File: src/rtl/rx_bitalign_train_ctrl.sv
// RX IOD bit-alignment training controller: sweeps the delay tap, finds the
// longest contiguous passing window against a training word, then seeks its centre.
module rx_bitalign_train_ctrl #(
   parameter int unsigned TAP_MAX       = 127,
   parameter int unsigned SETTLE_CYC    = 8,
   parameter int unsigned SAMPLE_CNT    = 16,
   parameter logic [7:0]  TRAIN_PATTERN = 8'hB4,
   parameter int unsigned MIN_EYE       = 4
) (
   input  logic       SCLK,
   input  logic       RESET,
   input  logic       TRAIN_START,
   input  logic       REV_EN,
   input  logic [7:0] RX_DATA,
   output logic       DLY_LOAD,
   output logic       DLY_MOVE,
   output logic [6:0] TAP_CUR,
   output logic [6:0] EYE_START,
   output logic [6:0] EYE_END,
   output logic       BUSY,
   output logic       TRAIN_DONE,
   output logic       TRAIN_ERR
);

   localparam int unsigned CNT_MAX = (SETTLE_CYC > SAMPLE_CNT) ? SETTLE_CYC : SAMPLE_CNT;
   localparam int unsigned CW      = $clog2(CNT_MAX + 1);

   typedef enum logic [3:0] {
      IDLE, LOAD, SETTLE, SAMPLE, EVAL, STEP, RELOAD,
      SEEK_SETTLE, SEEK_MOVE, DONE, ERR
   } state_t;

   state_t        state_q, state_n;
   logic          rev_q, rev_n;
   logic [CW-1:0] cnt_q, cnt_n;
   logic          pass_q, pass_n;
   logic          in_run_q, in_run_n;
   logic [6:0]    run_start_q, run_start_n;
   logic [6:0]    best_start_q, best_start_n;
   logic [6:0]    best_end_q, best_end_n;
   logic [7:0]    best_width_q, best_width_n;
   logic [6:0]    target_q, target_n;
   logic [6:0]    tap_q, tap_n;
   logic          dly_load_q, dly_load_n;
   logic          dly_move_q, dly_move_n;
   logic          busy_q, busy_n;
   logic          done_q, done_n;
   logic          err_q, err_n;

   logic [7:0]    rx_word;
   logic [6:0]    run_s;
   logic [7:0]    width;
   logic [7:0]    mid_sum;

   always_comb begin
      rx_word = '0;
      for (int unsigned i = 0; i < 8; i++) begin
         rx_word[i] = rev_q ? RX_DATA[7-i] : RX_DATA[i];
      end
   end

   always_comb begin
      state_n      = state_q;
      rev_n        = rev_q;
      cnt_n        = cnt_q;
      pass_n       = pass_q;
      in_run_n     = in_run_q;
      run_start_n  = run_start_q;
      best_start_n = best_start_q;
      best_end_n   = best_end_q;
      best_width_n = best_width_q;
      target_n     = target_q;
      tap_n        = tap_q;
      run_s        = in_run_q ? run_start_q : tap_q;
      width        = {1'b0, tap_q} - {1'b0, run_s} + 8'd1;
      mid_sum      = {1'b0, best_start_q} + {1'b0, best_end_q};

      case (state_q)
         IDLE, DONE, ERR: begin
            if (TRAIN_START) begin
               state_n      = LOAD;
               rev_n        = REV_EN;
               cnt_n        = '0;
               pass_n       = 1'b0;
               in_run_n     = 1'b0;
               run_start_n  = '0;
               best_start_n = '0;
               best_end_n   = '0;
               best_width_n = '0;
               tap_n        = '0;
            end
         end
         LOAD: begin
            cnt_n   = '0;
            state_n = SETTLE;
         end
         SETTLE: begin
            if (cnt_q == CW'(SETTLE_CYC - 1)) begin
               cnt_n   = '0;
               pass_n  = 1'b1;
               state_n = SAMPLE;
            end else begin
               cnt_n = cnt_q + 1'b1;
            end
         end
         SAMPLE: begin
            if (rx_word != TRAIN_PATTERN) pass_n = 1'b0;
            if (cnt_q == CW'(SAMPLE_CNT - 1)) begin
               cnt_n   = '0;
               state_n = EVAL;
            end else begin
               cnt_n = cnt_q + 1'b1;
            end
         end
         EVAL: begin
            // A run still open at TAP_MAX is closed implicitly: best is updated every passing tap.
            if (pass_q) begin
               in_run_n    = 1'b1;
               run_start_n = run_s;
               if (width > best_width_q) begin
                  best_start_n = run_s;
                  best_end_n   = tap_q;
                  best_width_n = width;
               end
            end else begin
               in_run_n = 1'b0;
            end
            state_n = (tap_q < 7'(TAP_MAX)) ? STEP : RELOAD;
         end
         STEP: begin
            tap_n   = tap_q + 7'd1;
            state_n = SETTLE;
         end
         RELOAD: begin
            if (best_width_q < 8'(MIN_EYE)) begin
               state_n = ERR;
            end else begin
               tap_n    = '0;
               target_n = mid_sum[7:1];
               state_n  = SEEK_SETTLE;
            end
         end
         SEEK_SETTLE: state_n = (tap_q == target_q) ? DONE : SEEK_MOVE;
         SEEK_MOVE: begin
            tap_n   = tap_q + 7'd1;
            state_n = SEEK_SETTLE;
         end
         default: state_n = IDLE;
      endcase

      // Pulse outputs are registered off the next state so they align with the state they belong to.
      dly_load_n = (state_n == LOAD) ||
                   ((state_n == RELOAD) && (best_width_n >= 8'(MIN_EYE)));
      dly_move_n = (state_n == STEP) || (state_n == SEEK_MOVE);
      busy_n     = !((state_n == IDLE) || (state_n == DONE) || (state_n == ERR));
      done_n     = (state_n == DONE);
      err_n      = (state_n == ERR);
   end

   always_ff @(posedge SCLK or posedge RESET) begin
      if (RESET) begin
         state_q      <= IDLE;
         rev_q        <= 1'b0;
         cnt_q        <= '0;
         pass_q       <= 1'b0;
         in_run_q     <= 1'b0;
         run_start_q  <= '0;
         best_start_q <= '0;
         best_end_q   <= '0;
         best_width_q <= '0;
         target_q     <= '0;
         tap_q        <= '0;
         dly_load_q   <= 1'b0;
         dly_move_q   <= 1'b0;
         busy_q       <= 1'b0;
         done_q       <= 1'b0;
         err_q        <= 1'b0;
      end else begin
         state_q      <= state_n;
         rev_q        <= rev_n;
         cnt_q        <= cnt_n;
         pass_q       <= pass_n;
         in_run_q     <= in_run_n;
         run_start_q  <= run_start_n;
         best_start_q <= best_start_n;
         best_end_q   <= best_end_n;
         best_width_q <= best_width_n;
         target_q     <= target_n;
         tap_q        <= tap_n;
         dly_load_q   <= dly_load_n;
         dly_move_q   <= dly_move_n;
         busy_q       <= busy_n;
         done_q       <= done_n;
         err_q        <= err_n;
      end
   end

   assign DLY_LOAD   = dly_load_q;
   assign DLY_MOVE   = dly_move_q;
   assign TAP_CUR    = tap_q;
   assign EYE_START  = best_start_q;
   assign EYE_END    = best_end_q;
   assign BUSY       = busy_q;
   assign TRAIN_DONE = done_q;
   assign TRAIN_ERR  = err_q;

endmodule

File: config.mk
export PLATFORM = sky130hd
export DESIGN_NAME = rx_bitalign_train_ctrl
export DESIGN_NICKNAME = d
export VERILOG_FILES = /design/src/rtl/rx_bitalign_train_ctrl.sv
export SDC_FILE = /design/constraint.sdc
export NUM_CORES = 1
export LEC_CHECK = 0
export CAP_MARGIN = 20
export CORE_UTILIZATION = 38
export CTS_CLUSTER_DIAMETER = 30
export DETAILED_ROUTE_END_ITERATION = 8
export PLACE_DENSITY = 0.61
export REMOVE_ABC_BUFFERS = 1
export SETUP_SLACK_MARGIN = 0.4
export SLEW_MARGIN = 20
export SYNTH_ARGS = -nofsm -noshare
export SYNTH_HDL_FRONTEND = slang
export SYNTH_SLANG_ARGS = --single-unit
File: constraint.sdc
create_clock -name SCLK -period 11.36 [get_ports SCLK]
set_input_delay 2.84 -clock SCLK [delete_from_list [all_inputs] [get_ports SCLK]]
set_output_delay 2.84 -clock SCLK [all_outputs]
set_load 0.01 [all_outputs]
==> key figures <==
Final layout
  • Final nets: around 470
  • Synth-to-layout area growth: 19.25%
  • Number of fill cells: a little under 900
  • Sequential cell area: 1501 sq um
  • Multi-input gate area: about 2000 sq um
  • Fraction of layout instances using a drive strength above 1: ~7.8%
  • Antenna Diode Count: 0

STA
  • Layout Skew: between 0.01 and 0.015 ns
  • Slew margin rel.: 45.63%
  • Min Tclk post-route: around 4.6 ns
  • RSZ-0062 raised after global routing: no
  • Final setup fails: 0
  • Worst Tran Pin Value: ~0.82 ns
  • Max-slew violation count: 0
  • Hold WS: 0.5070 ns
  • Fin Setup TNS: 0 ns
  • Max Freq: ~0.22 GHz
  • Final Hold Viols: 0
  • Period utilization: about two fifths

Power and ir drop
  • Comb pwr share: under 10%
  • Sw Pwr: 94.09 uW
  • Int Power: between 300 and 400 uW
  • Cell Pwr Density: approximately 97 nW/um^2
  • Clock Power Share: 47.5%
  • Sw frac: between 20% and 30%
  • Flop pwr share: 50.4%
  • Maximum resistive drop on vdd: ~0.050 mV
  • Leakage: 0.001996 uW

Clock network
  • Inserted Clock Buffers: 9
  • Root Buffer: clkbuf_8
  • Clk_lat worst skew: 0.35 ns
  • Resized cells post-CTS: 0
  • # hold bufs at CTS: 0
  • Worst-case clock buffer depth: 2
  • Post-CTS Repair Setup Buffers: 0
  • # clock sinks: 60
  • CTS HTree Levels: 3
  • CTS tree: yes
  • Clk slew on worst S/H paths: ~0.070 ns

Synthesis
  • Synth Cell Area: approximately 3700 sq um
  • Predominant post-synthesis flop cell: dfrtp_1
  • Asr flop ratio synth: between 90% and 100%
  • Unique masters post-synth: slightly above 50
  • Cell count after synthesis: roughly 390
  • Synth Warn #: 0
  • Register area share after synthesis: 40.82%
  • Post-Syn Area per Cell: between 9 and 10 sq um
  • EDFF count, synth: 0
  • Yosys reg bits: 60

Detailed routing
  • DRT iter0 DRCs: 99
  • Via count: slightly below 3k
  • Wire length per cell: 15.04 um
  • 1st-pass router iterations: 4
  • Drt drc: 0
  • Via-per-instance ratio: 5.259
  • WL final: between 8000 and 9000 um
  • Antenna Violating Nets Remaining: 0

Critical path
  • Crit path kind: register to register
  • Startpoint Class: register
  • Ordered list of cells on the worst path: mux2i_1 -> inv_1 -> ha_1 -> inv_1 -> ha_1 -> fa_1 -> a211oi_1 -> o21bai_1 -> a21oi_1 -> xor2_1 -> ha_1 -> nand4_1 -> a21oi_1 -> o31ai_4 -> buf_4 -> a31o_2 -> o21ai_0
  • Crit Path Max Fanout: 26
  • Worst Path Required: 11.56 ns
  • Critical Path Sink Type: register
  • Crit path DAT: 4.83 ns
  • CP max-delay cell: dfrtp_1
  • Slowest stage delay, CP: between 0.5 and 0.6 ns
  • Crit path top cell by count: ha_1

GRT
  • First-pass GRT wire length: about 14000 um
  • Initial antenna violation count: 0
  • Pin count of the biggest net entering global routing: 61
  • GR Util All Layers: 18.44%
  • Vias in the first global route: roughly 2.9k
  • Grt ovf: 0

Place
  • Routability congestion estimate: ~0.85
  • Post-DP HPWL: 5981 um
  • Number of I/O port buffers: 37

Min path
  • Min-delay worst type: register to register

Floorplanning
  • Die Wd: about 100 um
  • Core Region: 9328 sq um
  • Io pins: 38
  • Die ar.: between 10000 and 15000 sq um
  • Cell Rows: 35
  • Starting density of the core: about two fifths
  • DIE HEIGHT: between 100 and 150 um

Status
  • Status: complete, no violations

Run
  • Max cap viols: 0
==> critical path, delay by kind of cell (launching register included) <==
family	cells	cell delay, ns
multiplexers	1	0.32
buffers and inverters	3	0.49
AND/OR/NAND/NOR	1	0.12
flip-flops	1	0.59
adder cells (fa/ha/maj)	4	1.19
XOR/XNOR	1	0.26
AO/OA/AOI/OAI	7	1.50
==> per-stage QoR <==
stage / worst slack, ns / instances / util, % / area, sq um / power (uW)
6_report: 6.734 / 563 / 47.03 / 4387 / 424.1
5_1_grt: 6.355 / 563 / 47.03 / 4387 / 441.1
4_1_cts: 6.687 / 563 / 47.03 / 4387 / 430.9
3_5_place_dp: 6.729 / 547 / 44.86 / 4184 / 227.1
3_3_place_gp: 6.780 / 547 / 44.86 / 4184 / 227.0
2_1_floorplan: 6.550 / 378 / - / 3621 / 221.1
==> power groups by stage <==
| stage | logic (uW) | registers, uW | clock network (uW) |
|---|---|---|---|
| floorplan | 3.50 | 218 | 0 |
| global placement | 9.37 | 218 | 0 |
| detailed placement | 9.44 | 218 | 0 |
| CTS | 9.46 | 213 | 208 |
| global route | 10.6 | 213 | 217 |
| finish | 9.05 | 214 | 202 |
==> cells by family (layout without fill, tap and decap cells) <==
group	after synthesis	in the layout	synth area share, %
flops	60	60	40.82
buf+inv	50	91	5.136
simple gates	117	117	17.35
xor+xnor	19	19	4.524
compound gates	100	100	16.53
fa+ha+maj	34	34	11.90
mux	13	13	3.741
==> Yosys cell counts (2+ instances only) <==
| master | count | area (sq um) |
|---|---|---|
| a31o_2 | 2 | 17.52 |
| nor4bb_1 | 2 | 20.02 |
| inv_1 | 33 | 123.9 |
| ha_1 | 31 | 387.9 |
| xnor2_1 | 11 | 96.34 |
| nand4_1 | 5 | 31.28 |
| xor2_1 | 8 | 70.07 |
| a31oi_1 | 4 | 25.02 |
| o22ai_1 | 2 | 12.51 |
| o21bai_1 | 4 | 30.03 |
| nor4_4 | 2 | 42.54 |
| nand2b_1 | 8 | 50.05 |
| dfrtp_1 | 60 | 1501 |
| nand2_1 | 16 | 60.06 |
| a21o_1 | 3 | 22.52 |
| a21oi_1 | 17 | 85.08 |
| mux2_2 | 6 | 67.56 |
| clkbuf_1 | 14 | 52.55 |
| a211oi_1 | 3 | 22.52 |
| fa_1 | 2 | 40.04 |
| clkinv_1 | 2 | 7.510 |
| mux2i_1 | 7 | 70.07 |
| o21ai_0 | 52 | 260.3 |
| a22o_1 | 3 | 26.28 |
| nor2b_1 | 4 | 25.02 |
| nor3_1 | 6 | 30.03 |
| nand3_1 | 40 | 200.2 |
| nor2_1 | 21 | 78.83 |
| nor4_1 | 3 | 18.77 |
==> flip-flops by register name, summed over array words and instances, names as in the netlist, 4 cells and up <==
register / flops
EYE_END: 7
EYE_START: 7
TAP_CUR: 7
best_width_q: 8
cnt_q: 5
run_start_q: 7
state_q: 4
target_q: 7
==> cell type report <==
cell class / instances / share of cell area, %
Clock buffer: 12 / 3.537
Clock inverter: 4 / 1.084
Inverter: 35 / 2.995
Multi-Input combinational cell: 283 / 45.52
Sequential cell: 60 / 34.23
Tap cell: 129 / 3.679
Timing Repair Buffer: 40 / 8.956
==> cell usage in the layout (no fill, tap or decap), types with 4 or more instances in the layout <==
master and n:
a21oi_1 17, a31oi_1 4, clkbuf_8 11, clkdlybuf4s50_1 37
dfrtp_1 60, ha_1 31, inv_1 32, mux2_2 6
mux2i_1 7, nand2_1 16, nand2b_1 8, nand3_1 40
nand4_1 5, nor2_1 21, nor2b_1 4, nor3_1 6
o21ai_0 52, o21bai_1 4, xnor2_1 11, xor2_1 8
==> metal layers <==
layer / vias to the layer above / share of wire (%) / global-route usage, %
met3: 9 / 3.3 / 4.944
met5: - / 0 / 0
met4: 0 / 0.86 / 5.017
li1: 1472 / - / -
met1: 1433 / 49 / 24.74
met2: 47 / 47 / 29.35
==> final timing paths <==
kind                            startpoint              end  slack, ns  cells past startpoint
setup / recovery                  in_run_q         DLY_LOAD       6.73                     17
hold / removal             best_width_q[1]  best_width_q[1]       0.51                      2
setup reg to reg                  in_run_q         DLY_LOAD       6.73                     17
hold reg to reg            best_width_q[1]  best_width_q[1]       0.51                      2
max in group asynchronous            RESET             BUSY       7.81                      3
min in group asynchronous            RESET  best_width_q[5]       3.03                      3
Note: power is estimated with default switching activity, not from simulation.
